### config.mk
export PLATFORM = sky130hd
export DESIGN_NAME = alarm_set_compare_flat
export DESIGN_NICKNAME = d
export VERILOG_FILES = /design/src/rtl/alarm_set_compare_if.sv /design/src/rtl/alarm_set_compare.sv /design/src/flat_wrapper.sv
export SDC_FILE = /design/constraint.sdc
export NUM_CORES = 1
export LEC_CHECK = 0
export ABC_AREA = 1
export CORE_ASPECT_RATIO = 1.2
export CORE_MARGIN = 2
export CORE_UTILIZATION = 45
export DETAILED_ROUTE_END_ITERATION = 6
export PLACE_DENSITY = 0.78
export SETUP_SLACK_MARGIN = 0.15
export SYNTH_ARGS = -nofsm -noshare
export SYNTH_HDL_FRONTEND = slang
export SYNTH_SLANG_ARGS = --single-unit
### constraint.sdc
create_clock -name CLK -period 1.7 [get_ports CLK]
set_clock_uncertainty 0.2 [all_clocks]
set_input_delay 0.17 -clock CLK [delete_from_list [all_inputs] [get_ports CLK]]
set_output_delay 0.17 -clock CLK [all_outputs]
set_load 0.02 [all_outputs]
### src/rtl/alarm_set_compare_if.sv
// Mode/button/time inputs and alarm-state outputs between the mode FSM,
// the time-of-day counter, and the alarm compare stage.
interface alarm_set_compare_if;

    localparam int unsigned HOUR_W = 5;
    localparam int unsigned MIN_W  = 6;
    localparam int unsigned SEC_W  = 6;

    // inputs to the alarm stage
    logic              ALM_HOUR;
    logic              ALM_MIN;
    logic              ALM_ONOFF;
    logic              SW_F2;
    logic              SEC_TICK;
    logic [HOUR_W-1:0] CUR_HOUR;
    logic [MIN_W-1:0]  CUR_MIN;
    logic [SEC_W-1:0]  CUR_SEC;

    // outputs of the alarm stage
    logic [HOUR_W-1:0] ALM_HOUR_VAL;
    logic [MIN_W-1:0]  ALM_MIN_VAL;
    logic              ALM_EN;
    logic              BUZZ;
    logic              SNOOZING;

    // upstream side: mode FSM, button, clock counter; consumes alarm state
    modport master (
        output ALM_HOUR, ALM_MIN, ALM_ONOFF, SW_F2, SEC_TICK,
        output CUR_HOUR, CUR_MIN, CUR_SEC,
        input  ALM_HOUR_VAL, ALM_MIN_VAL, ALM_EN, BUZZ, SNOOZING
    );

    // alarm stage side
    modport slave (
        input  ALM_HOUR, ALM_MIN, ALM_ONOFF, SW_F2, SEC_TICK,
        input  CUR_HOUR, CUR_MIN, CUR_SEC,
        output ALM_HOUR_VAL, ALM_MIN_VAL, ALM_EN, BUZZ, SNOOZING
    );

endinterface

### src/rtl/alarm_set_compare.sv
// Alarm set/compare stage: holds the alarm time and enable, adjusts them
// from the SW_F2 button in the active set mode, compares against the running
// clock on each second tick, and sequences the buzzer through ring/snooze.
module alarm_set_compare #(
    parameter int unsigned RST_HOUR   = 7,
    parameter int unsigned RST_MIN    = 0,
    parameter int unsigned RING_SEC   = 60,
    parameter int unsigned SNOOZE_SEC = 300,
    parameter int unsigned MAX_SNOOZE = 3
) (
    input logic              CLK,
    input logic              RST,
    alarm_set_compare_if.slave bus
);

    localparam int unsigned HOUR_W = 5;
    localparam int unsigned MIN_W  = 6;
    localparam int unsigned SEC_W  = 6;

    localparam int unsigned HOUR_MAX = 23;
    localparam int unsigned MIN_MAX  = 59;

    // Counter widths; the snooze-count width is floored at 1 so that
    // MAX_SNOOZE=0 still yields a legal vector.
    localparam int unsigned RING_W  = $clog2(RING_SEC + 1);
    localparam int unsigned SNZ_W   = $clog2(SNOOZE_SEC + 1);
    localparam int unsigned NUM_W_R = $clog2(MAX_SNOOZE + 1);
    localparam int unsigned NUM_W   = (NUM_W_R == 0) ? 1 : NUM_W_R;

    localparam logic [HOUR_W-1:0] RST_HOUR_V = HOUR_W'(RST_HOUR);
    localparam logic [MIN_W-1:0]  RST_MIN_V  = MIN_W'(RST_MIN);
    localparam logic [HOUR_W-1:0] HOUR_LAST  = HOUR_W'(HOUR_MAX);
    localparam logic [MIN_W-1:0]  MIN_LAST   = MIN_W'(MIN_MAX);

    // Count value held just before the tick that completes a period.
    localparam logic [RING_W-1:0] RING_LAST = RING_W'(RING_SEC - 1);
    localparam logic [SNZ_W-1:0]  SNZ_LAST  = SNZ_W'(SNOOZE_SEC - 1);
    localparam logic [NUM_W-1:0]  NUM_LIMIT = NUM_W'(MAX_SNOOZE);

    typedef enum logic [1:0] {
        IDLE    = 2'd0,
        RINGING = 2'd1,
        SNOOZE  = 2'd2
    } state_t;

    state_t              state_q;
    logic                sw_f2_q;
    logic [HOUR_W-1:0]   hour_q;
    logic [MIN_W-1:0]    min_q;
    logic                en_q;
    logic [RING_W-1:0]   ring_cnt_q;
    logic [SNZ_W-1:0]    snz_cnt_q;
    logic [NUM_W-1:0]    snz_num_q;
    logic                buzz_q;
    logic                snoozing_q;

    logic                press_c;
    logic                match_c;
    logic [HOUR_W-1:0]   hour_inc_c;
    logic [MIN_W-1:0]    min_inc_c;

    // Rising edge of the debounced button; a held level never repeats.
    assign press_c = bus.SW_F2 & ~sw_f2_q;

    // Trigger on the HH:MM:00 tick, using the register values before any
    // same-cycle adjust lands.
    assign match_c = en_q & bus.SEC_TICK
                   & (bus.CUR_HOUR == hour_q)
                   & (bus.CUR_MIN  == min_q)
                   & (bus.CUR_SEC  == SEC_W'(0));

    // Wrapping increments for the alarm time fields; no minute->hour carry.
    assign hour_inc_c = (hour_q == HOUR_LAST) ? '0 : hour_q + HOUR_W'(1);
    assign min_inc_c  = (min_q  == MIN_LAST)  ? '0 : min_q  + MIN_W'(1);

    // Button history register for edge detection.
    always_ff @(posedge CLK or posedge RST) begin
        if (RST) begin
            sw_f2_q <= 1'b0;
        end else begin
            sw_f2_q <= bus.SW_F2;
        end
    end

    // Alarm time and enable adjust; only honoured while idle, with
    // hour > minute > on/off mode priority.
    always_ff @(posedge CLK or posedge RST) begin
        if (RST) begin
            hour_q <= RST_HOUR_V;
            min_q  <= RST_MIN_V;
            en_q   <= 1'b0;
        end else if (press_c && (state_q == IDLE)) begin
            if (bus.ALM_HOUR) begin
                hour_q <= hour_inc_c;
            end else if (bus.ALM_MIN) begin
                min_q <= min_inc_c;
            end else if (bus.ALM_ONOFF) begin
                en_q <= ~en_q;
            end
        end
    end

    // Ring/snooze sequencer with registered BUZZ and SNOOZING that track
    // the state one-for-one. A press outranks a same-cycle final tick.
    always_ff @(posedge CLK or posedge RST) begin
        if (RST) begin
            state_q    <= IDLE;
            ring_cnt_q <= '0;
            snz_cnt_q  <= '0;
            snz_num_q  <= '0;
            buzz_q     <= 1'b0;
            snoozing_q <= 1'b0;
        end else begin
            case (state_q)
                IDLE: begin
                    if (match_c) begin
                        state_q    <= RINGING;
                        ring_cnt_q <= '0;
                        snz_num_q  <= '0;
                        buzz_q     <= 1'b1;
                        snoozing_q <= 1'b0;
                    end
                end

                RINGING: begin
                    if (press_c) begin
                        if (snz_num_q < NUM_LIMIT) begin
                            state_q    <= SNOOZE;
                            snz_num_q  <= snz_num_q + NUM_W'(1);
                            snz_cnt_q  <= '0;
                            buzz_q     <= 1'b0;
                            snoozing_q <= 1'b1;
                        end else begin
                            state_q    <= IDLE;
                            buzz_q     <= 1'b0;
                            snoozing_q <= 1'b0;
                        end
                    end else if (bus.SEC_TICK) begin
                        if (ring_cnt_q == RING_LAST) begin
                            state_q    <= IDLE;
                            buzz_q     <= 1'b0;
                            snoozing_q <= 1'b0;
                        end else begin
                            ring_cnt_q <= ring_cnt_q + RING_W'(1);
                        end
                    end
                end

                SNOOZE: begin
                    if (press_c) begin
                        state_q    <= IDLE;
                        buzz_q     <= 1'b0;
                        snoozing_q <= 1'b0;
                    end else if (bus.SEC_TICK) begin
                        if (snz_cnt_q == SNZ_LAST) begin
                            state_q    <= RINGING;
                            ring_cnt_q <= '0;
                            buzz_q     <= 1'b1;
                            snoozing_q <= 1'b0;
                        end else begin
                            snz_cnt_q <= snz_cnt_q + SNZ_W'(1);
                        end
                    end
                end

                default: begin
                    state_q    <= IDLE;
                    buzz_q     <= 1'b0;
                    snoozing_q <= 1'b0;
                end
            endcase
        end
    end

    // Output drive from the registers above.
    assign bus.ALM_HOUR_VAL = hour_q;
    assign bus.ALM_MIN_VAL  = min_q;
    assign bus.ALM_EN       = en_q;
    assign bus.BUZZ         = buzz_q;
    assign bus.SNOOZING     = snoozing_q;

endmodule

### src/flat_wrapper.sv
// flat-port wrapper written by rule: the top's interface ports become plain ports
module alarm_set_compare_flat 
#(
    parameter int unsigned RST_HOUR   = 7,
    parameter int unsigned RST_MIN    = 0,
    parameter int unsigned RING_SEC   = 60,
    parameter int unsigned SNOOZE_SEC = 300,
    parameter int unsigned MAX_SNOOZE = 3
)
  (CLK, RST, bus_ALM_HOUR, bus_ALM_MIN, bus_ALM_ONOFF, bus_SW_F2, bus_SEC_TICK, bus_CUR_HOUR, bus_CUR_MIN, bus_CUR_SEC, bus_ALM_HOUR_VAL, bus_ALM_MIN_VAL, bus_ALM_EN, bus_BUZZ, bus_SNOOZING);
  alarm_set_compare_if bus_i ();
  input logic CLK;
  input logic RST;
  input wire logic [$bits(bus_i.ALM_HOUR)-1:0] bus_ALM_HOUR;
  input wire logic [$bits(bus_i.ALM_MIN)-1:0] bus_ALM_MIN;
  input wire logic [$bits(bus_i.ALM_ONOFF)-1:0] bus_ALM_ONOFF;
  input wire logic [$bits(bus_i.SW_F2)-1:0] bus_SW_F2;
  input wire logic [$bits(bus_i.SEC_TICK)-1:0] bus_SEC_TICK;
  input wire logic [$bits(bus_i.CUR_HOUR)-1:0] bus_CUR_HOUR;
  input wire logic [$bits(bus_i.CUR_MIN)-1:0] bus_CUR_MIN;
  input wire logic [$bits(bus_i.CUR_SEC)-1:0] bus_CUR_SEC;
  output wire logic [$bits(bus_i.ALM_HOUR_VAL)-1:0] bus_ALM_HOUR_VAL;
  output wire logic [$bits(bus_i.ALM_MIN_VAL)-1:0] bus_ALM_MIN_VAL;
  output wire logic [$bits(bus_i.ALM_EN)-1:0] bus_ALM_EN;
  output wire logic [$bits(bus_i.BUZZ)-1:0] bus_BUZZ;
  output wire logic [$bits(bus_i.SNOOZING)-1:0] bus_SNOOZING;
  assign bus_i.ALM_HOUR = bus_ALM_HOUR;
  assign bus_i.ALM_MIN = bus_ALM_MIN;
  assign bus_i.ALM_ONOFF = bus_ALM_ONOFF;
  assign bus_i.SW_F2 = bus_SW_F2;
  assign bus_i.SEC_TICK = bus_SEC_TICK;
  assign bus_i.CUR_HOUR = bus_CUR_HOUR;
  assign bus_i.CUR_MIN = bus_CUR_MIN;
  assign bus_i.CUR_SEC = bus_CUR_SEC;
  assign bus_ALM_HOUR_VAL = bus_i.ALM_HOUR_VAL;
  assign bus_ALM_MIN_VAL = bus_i.ALM_MIN_VAL;
  assign bus_ALM_EN = bus_i.ALM_EN;
  assign bus_BUZZ = bus_i.BUZZ;
  assign bus_SNOOZING = bus_i.SNOOZING;
  alarm_set_compare #(.RST_HOUR(RST_HOUR), .RST_MIN(RST_MIN), .RING_SEC(RING_SEC), .SNOOZE_SEC(SNOOZE_SEC), .MAX_SNOOZE(MAX_SNOOZE)) u_core (.CLK(CLK), .RST(RST), .bus(bus_i));
endmodule
==> impl_results.md, run 1 <==
- DR vias/cell: a little over 5
- Antenna violations before repair: 0
- Fin util: a little over 70%
- Fin. Hold Viols: 0
- M1 GR Usage: ~24%
- Multiplexer share of the synthesized area: less than 1%
- Synth top area share: a little under two fifths
- Clock insertion delay at the later pin of the skew report: between 0.2 and 0.3 ns
- Violated checks: setup timing
- Leak: between 1.5 and 2 nW
- Fillers: roughly 350
- Global route overflow: 0
- Tmin final: around 1.8 ns
- GP Congestion: between 0.8 and 0.9
- Crit Path Category: flop to flop
- Row Count: 27
- CP Data Required Time: between 1.5 and 2 ns
- DR vias: roughly 2200
- Root buffer cell: clkbuf_8
- Power per Cell Area: about 1300 nW/µm²
- M2 GR Usage: 40.6%
- Post-synth ARST share: 100%
- Final period util: 104%
- Pins Over Slew Limit: 0
- Critical Path Sink Type: flop
- WP data arrival: 1.76 ns
- Pin count of the biggest net entering global routing: 35
- Cell count after synthesis: between 200 and 300
- Die Y-Extent: 78.7 µm
- Total Routed Length: roughly 5.8 mm
- Net Count, Synth: 321
- DR pass1 iterations: 4
- IO Pins: 38
- Yosys top cell by area: dfrtp_1
- Met3 Usage GRT: ~4%
- DRT iter0 DRCs: 96
- TritonCTS clock tree: yes
- Yosys warns: 0
- Sequential-to-total area share from yosys stat: 40.8%
- Worst Setup Start Kind: flop
- Routed wire per std cell: ~13 µm
- Yosys reg bits: 34
- Total CTS buffers: 5
- F_max: between 0.5 and 0.6 GHz
- Setup TNS: -0.439 ns
- Clock transition at path regs: approximately 0.070 ns
- Max-cap viol count: 0
- Vias in the first global route: roughly 2100
- Area contributors post-synth: dfrtp_1 (37%), nand2_1 (16%), inv_1 (7.7%)
- Global route hottest layer: met2
- HP Class: input port to asynchronous set/reset pin
- Post-CTS Hold Buffers: 0
- Syn-to-layout area delta: 55.9%
- Input/output buffers: 37
- Worst Slack Setup Final: -0.0737 ns
- Synth Area in XOR/XNOR: 5.44%
- Post-synthesis adder-cell area fraction: ~3%
- Hpwl dp: around 3.5 mm
- Synth Area in Simple Gates: between 30% and 40%
- Power Total: approximately 0.0043 W
- Top FF cell, synth: dfrtp_1
- Core Area: about 4500 µm²
- Inst Count DP: 412
- Syn Area/Cell: roughly 7.2 µm²
- Slew margin rel.: about 85%
- Max VDD drop: 1.02 mV
- Die Wd: ~66 µm
- Layout Nets: roughly 400
- Post-synth EDFFs: 0
- Post-synthesis compound-gate area fraction: 5.02%
- Worst-case clock buffer depth: 2
- Die Area: roughly 5200 µm²
- Unique cell type count in the Yosys netlist: 26
- H-tree Lvls: 2
- Final cell count without fillers: about 430
- Starting Density: 46.2%
- Pre-CTS setup slack: -0.253 ns
- Max Fanout on Critical Path: 7
- First-pass GRT wire length: a little under 9 mm
- Residual DRC count: 0
- Sink Count: 34
- Outcome: finished, violations left
- Layout cells sized above 1: roughly a third
- Post-route antenna net violation count: 0
- Post-Syn Area: about 2100 µm²
- RSZ-0062 raised after global routing: yes
- Antenna Cells: 0
- Final setup fails: 7
- All-layer global routing usage: between 20% and 30%
- Main combinational cell family by area after synthesis: simple AND/OR/NAND/NOR gates
- Worst-Margin Slew: between 0.2 and 0.25 ns
==> logic make-up (layout without fill, tap and decap cells) <==
group,Yosys count,in the layout
AOI/OAI and AO/OA,21,21
xor gates and xnor gates,13,13
adders and majority gates,5,5
buffers and inverters,48,131
DFF,34,34
muxes,1,1
and+or+nand+nor,170,170
==> worst max-delay path: stages, from the launching register on <==
cell	delay, ns
dfrtp_1	0.40
ha_4	0.16
nand2_2	0.05
nor3_2	0.14
nand2_1	0.13
nand2_2	0.10
nand2_2	0.07
nor2_4	0.21
nand2_4	0.10
nand2_1	0.06
nand2_1	0.04
==> registers in the layout (all words and copies together), names as in the netlist <==
register and flops:
u_core.bus.ALM_EN 1, u_core.bus.ALM_HOUR_VAL 5, u_core.bus.ALM_MIN_VAL 6, u_core.bus.BUZZ 1, u_core.bus.SNOOZING 1, u_core.ring_cnt_q 6, u_core.snz_cnt_q 9, u_core.snz_num_q 2
u_core.state_q 2, u_core.sw_f2_q 1
==> routing by layer <==
layer  routed length, µm  share of wire [%]
met5                   0                  0
met3                 195                3.4
met1                2170                 38
met2                3250                 57
met4                 134                2.3
==> synth_stat cells, types with 2 or more instances <==
| library cell | number |
|---|---|
| nand2_1 | 90 |
| nor2_2 | 2 |
| nand4_1 | 6 |
| ha_1 | 5 |
| nor3_1 | 5 |
| dfstp_2 | 3 |
| xnor2_1 | 7 |
| nand3_1 | 26 |
| o21ai_1 | 4 |
| o21ai_0 | 9 |
| xor2_1 | 6 |
| nand2_2 | 2 |
| a21oi_1 | 8 |
| inv_1 | 43 |
| nor2_1 | 30 |
| inv_2 | 4 |
| dfrtp_1 | 31 |
| nor2_4 | 3 |
==> cell usage in the layout (no fill, tap or decap), types with 2 or more instances in the layout <==
cell type        netlist  final
dfrtp_2                0      2
nor2_4                 3     11
a21oi_1                8      5
xor2_1                 6      6
nand4_1                6      6
clkdlybuf4s15_1        0      3
nand2_2                2     19
o21ai_1                4      8
nand3_1               26     15
nand2_1               90     68
clkbuf_8               0      8
dlygate4sd2_1          0      8
dfstp_2                3      3
nor3_2                 0      3
inv_2                  4      5
inv_1                 43     38
nor2_2                 2      2
buf_4                  0     27
inv_4                  0      4
xnor2_1                7      6
ha_4                   0      2
nor3_1                 5      2
ha_2                   0      2
buf_2                  0      2
nand2_4                1      6
clkdlybuf4s50_1        0     23
nor2_1                30     22
dfrtp_1               31     29
o21ai_2                0      4
nand3_2                1     11
buf_6                  1     12
a21oi_2                0      2
==> through the flow <==
| stage | cell area, µm² | hold slack [ns] |
|---|---|---|
| CTS | 3020 | 0.0405 |
| finish | 3260 | 0.0308 |
| global route | 3260 | 0.0545 |
| global placement | 2750 | 0.259 |
| floorplan | 2110 | 0.00143 |
| detailed placement | 2750 | 0.273 |
==> power breakdown <==
part,leakage [nW],internal (W),switching (W)
Sequential,0.427,0.00106,0.000236
Combinational,1.14,0.000992,0.00130
Clock,0.0575,0.000409,0.000295
==> path summary, 6_finish.rpt <==
path                                     startpoint                          to  slack, ns  depth (start not counted)
max in group asynchronous                       RST  u_core.bus.ALM_HOUR_VAL[0]       1.02                          3
worst max-delay path            u_core.snz_cnt_q[1]        u_core.ring_cnt_q[5]      -0.07                         10
min in group CLK                          bus_SW_F2              u_core.sw_f2_q       0.17                          1
worst min-delay path                            RST         u_core.snz_cnt_q[2]       0.03                          3
worst min register to register      u_core.bus.BUZZ             u_core.bus.BUZZ       0.29                          2
worst max register to register  u_core.snz_cnt_q[1]        u_core.ring_cnt_q[5]      -0.07                         10
==> repair_timing <==
| item | 4_1_cts | 5_1_grt |
|---|---|---|
| endpoints found under the setup margin | 44 | 35 |
| buffers inserted | 7 | 5 |
| gates resized for setup | 73 | 55 |
| pin swaps | 20 | 18 |
| gates cloned | 0 | 1 |
==> layout make-up <==
class                   count  area [µm²]  area share [%]
flip-flops and latches     34         857            26.3
multi-input cells         210        1340            41.1
clock buffers               8         110            3.37
well taps                  58        72.6            2.22
repair buffers             76         698            21.4
inverters                  47         186            5.71
Note: power is estimated with default switching activity, not from simulation.
==> run 2: changes to the inputs <==
HOLD_SLACK_MARGIN = 0.02   (was not set)
PLACE_DENSITY = 0.73   (was 0.78)
==> run 2 against run 1 <==
Net effect: maximum frequency grew 0.98%; routed wire length shrank 4.1%; highest routed layer unchanged; utilization shrank 0.64 points; clock power shrank 12%; cell area shrank 0.88%; critical path depth is the same; via count shrank 2.1%; combinational power shrank 4%; worst hold slack gained 0.16 ns; setup slack gained 0.017 ns; the run still ends with setup timing left.
==> impl_results.md, run 2 (synthesis gave the netlist of run 1 again) <==
- Outcome: finished, violations left (unchanged)
- Violated checks: setup timing (unchanged)
- Fillers: 343 (was 346)
- Final cell count without fillers: 439 (was 433)
- Post-route antenna net violation count: 0 (unchanged)
- GP Congestion: 0.875 (was 0.844)
- First-pass GRT wire length: 8.47 mm (was 8.91 mm)
- Antenna violations before repair: 0 (unchanged)
- Hold path depth: 1
- Area of the multi-input gates: 1320 µm² (was 1340 µm²)
- HP Class: input port to flop (was input port to asynchronous set/reset pin)
- Power per Cell Area: 1270 nW/µm² (was 1320 nW/µm²)
- Critical Path Sink Type: flop (unchanged)
- Critical path buffer and inverter count: 0 (unchanged)
- Antenna Cells: 0 (unchanged)
- Worst path depth: 10 (unchanged)
- Total Routed Length: 5.52 mm (was 5.75 mm)
- Syn-to-layout area delta: 54.6% (was 55.9%)
- Root buffer cell: clkbuf_8 (unchanged)
- Vias in the first global route: 1979 (was 2114)
- H-tree Lvls: 2 (unchanged)
- Slowest cell on crit path: dfrtp_1 (unchanged)
- Commonest non-fill, non-tap cells in the layout: nand2_1 (72), inv_1 (38), buf_4 (36) (was nand2_1 (68), inv_1 (38), dfrtp_1 (29))
- Worst Setup Start Kind: flop (unchanged)
- Worst-Margin Slew: 0.322 ns (was 0.229 ns)
- Layout cells sized above 1: 33.6% (was 34.9%)
- Global route overflow: 0 (unchanged)
- Max reg flops: 9 (unchanged)
- Total CTS buffers: 5 (unchanged)
- Critical path's largest stage delay: 0.41 ns (was 0.40 ns)
- Input/output buffers: 37 (unchanged)
- DR pass1 iterations: 4 (unchanged)
- RR Startpoint: u_core.snz_cnt_q[0] (was u_core.snz_cnt_q[1])
- IO Pins: 38 (unchanged)
- Setup slack, reg-to-reg: -0.06 ns (was -0.07 ns)
- Residual DRC count: 0 (unchanged)
- CP top delay family: simple AND/OR/NAND/NOR gates (unchanged)
- Tmin final: 1.76 ns (was 1.77 ns)
- Starting Density: 46.2% (unchanged)
- DR vias: 2139 (was 2185)
- Final period util: 103% (was 104%)
- Max VDD drop: 0.965 mV (was 1.02 mV)
- Fin. Hold Viols: 0 (unchanged)
- RSZ-0062 raised after global routing: yes (unchanged)
- Pin count of the biggest net entering global routing: 25 (was 35)
- Die Area: 5220 µm² (unchanged)
- WP data arrival: 1.73 ns (was 1.76 ns)
- DRT iter0 DRCs: 113 (was 96)
- Global route hottest layer: met2 (unchanged)
- All-layer global routing usage: 21.2% (was 21.9%)
- M1 GR Usage: 23.4% (was 24.2%)
- M2 GR Usage: 37.7% (was 40.6%)
- Crit Path Category: flop to flop (unchanged)
- Clock transition at path regs: 0.08 ns (was 0.07 ns)
- Max Fanout on Critical Path: 7 (unchanged)
- Max-cap viol count: 0 (unchanged)
- Die Wd: 66.3 µm (unchanged)
- Sink Count: 34 (unchanged)
- Crit path from: u_core.snz_cnt_q[0] (was u_core.snz_cnt_q[1])
- Hpwl dp: 3.66 mm (was 3.51 mm)
- Crit-path most repeated cell: nand2_1
- Reg2reg path depth: 10 (unchanged)
- Largest Register: u_core.snz_cnt_q (unchanged)
- CP Data Required Time: 1.67 ns (was 1.68 ns)
- Row Count: 27 (unchanged)
- Slew margin rel.: 78.6% (was 84.6%)
- Hold path start: bus_SW_F2
- Reg2reg end: u_core.ring_cnt_q[4] (was u_core.ring_cnt_q[5])
- F_max: 0.569 GHz (was 0.564 GHz)
- TritonCTS clock tree: yes (unchanged)
- Layout Nets: 409 (was 403)
- Worst-case clock buffer depth: 2 (unchanged)
- Worst Slack Setup Final: -0.0565 ns (was -0.0737 ns)
- Core Area: 4530 µm² (unchanged)
- Clock insertion delay at the later pin of the skew report: 0.29 ns (about the same)
- Die Y-Extent: 78.7 µm (unchanged)
- Pins Over Slew Limit: 0 (unchanged)
- DR vias/cell: 4.87 (was 5.05)
- Met3 Usage GRT: 4.82% (was 4.11%)
- Inst Count DP: 417 (was 412)
- Final setup fails: 6 (was 7)
- Routed wire per std cell: 12.6 µm (was 13.3 µm)
- FF+latch area: 857 µm² (unchanged)
- Hold EP: u_core.sw_f2_q
- Commonest non-fill, non-tap cell in the layout: nand2_1 (unchanged)
- Leak: 1.62 nW (about the same)
- CP Cell Sequence: ha_4 -> nand2_2 -> nor3_2 -> nand2_1 -> nand2_1 -> nand2_2 -> nor2_4 -> nand2_4 -> nand2_1 -> nand2_1 (was ha_4 -> nand2_2 -> nor3_2 -> nand2_1 -> nand2_2 -> nand2_2 -> nor2_4 -> nand2_4 -> nand2_1 -> nand2_1)
- Fin util: 71.5% (was 72.1%)
==> run 2: worst max-delay path by stage <==
stage                                 to  slack [ns]
2_1_floorplan       u_core.ring_cnt_q[2]        0.04
3_3_place_gp        u_core.ring_cnt_q[2]       -0.20
3_5_place_dp   u_core.bus.ALM_MIN_VAL[5]       -0.24
4_1_cts             u_core.ring_cnt_q[4]       -0.02
5_1_grt             u_core.ring_cnt_q[1]       -0.18
6_report            u_core.ring_cnt_q[4]       -0.06
==> run 2: what timing repair did <==
| action | in CTS | in global routing |
|---|---|---|
| pin swaps | 15 | 22 |
| hold buffers | 1 | 0 |
| resized for setup | 44 | 68 |
| gates cloned | 0 | 1 |
| endpoints found under the hold margin | 10 | 0 |
| endpoints found under the setup margin | 43 | 36 |
| buffers inserted | 3 | 9 |
==> run 2: metrics by stage <==
step / TNS (ns) / total power, W / worst slack (ns) / cell area (µm²) / hold WS [ns]
6_report: -0.250 / 0.00411 / -0.0565 / 3240 / 0.195
5_1_grt: -2.00 / 0.00439 / -0.177 / 3240 / 0.200
4_1_cts: -0.0313 / 0.00374 / -0.0183 / 2940 / 0.180
3_5_place_dp: -4.33 / 0.00310 / -0.236 / 2770 / 0.262
3_3_place_gp: -3.20 / 0.00306 / -0.195 / 2770 / 0.262
2_1_floorplan: 0 / 0.00233 / 0.0374 / 2110 / 0.00143
==> run 2: final cells by class <==
type	instances	area share [%]
inverter	47	5.68
sequential	34	26.5
clock buffer	7	2.67
tap	58	2.24
clock inverter	1	0.155
multi-input combinational	210	40.6
timing repair buffer	82	22.1
==> run 2: layer usage <==
| layer | wire length [µm] | part of all wire, % | vias to the layer above |
|---|---|---|---|
| met5 | 0 | 0 | - |
| met4 | 152 | 2.8 | 0 |
| met3 | 180 | 3.3 | 17 |
| met2 | 3020 | 55 | 44 |
| met1 | 2160 | 39 | 993 |
| li1 | - | - | 1085 |
==> run 2: power breakdown <==
group | internal [W] | leakage, nW | switching [W]
logic | 0.000959 | 1.15 | 0.00124
clock network | 0.000327 | 0.0482 | 0.000290
registers | 0.00106 | 0.426 | 0.000233
==> run 3: changes to the inputs <==
CAP_MARGIN = 30   (was not set)
==> results of run 3 <==
No change in the layout: final DEF, timing and power equal those of run 2.
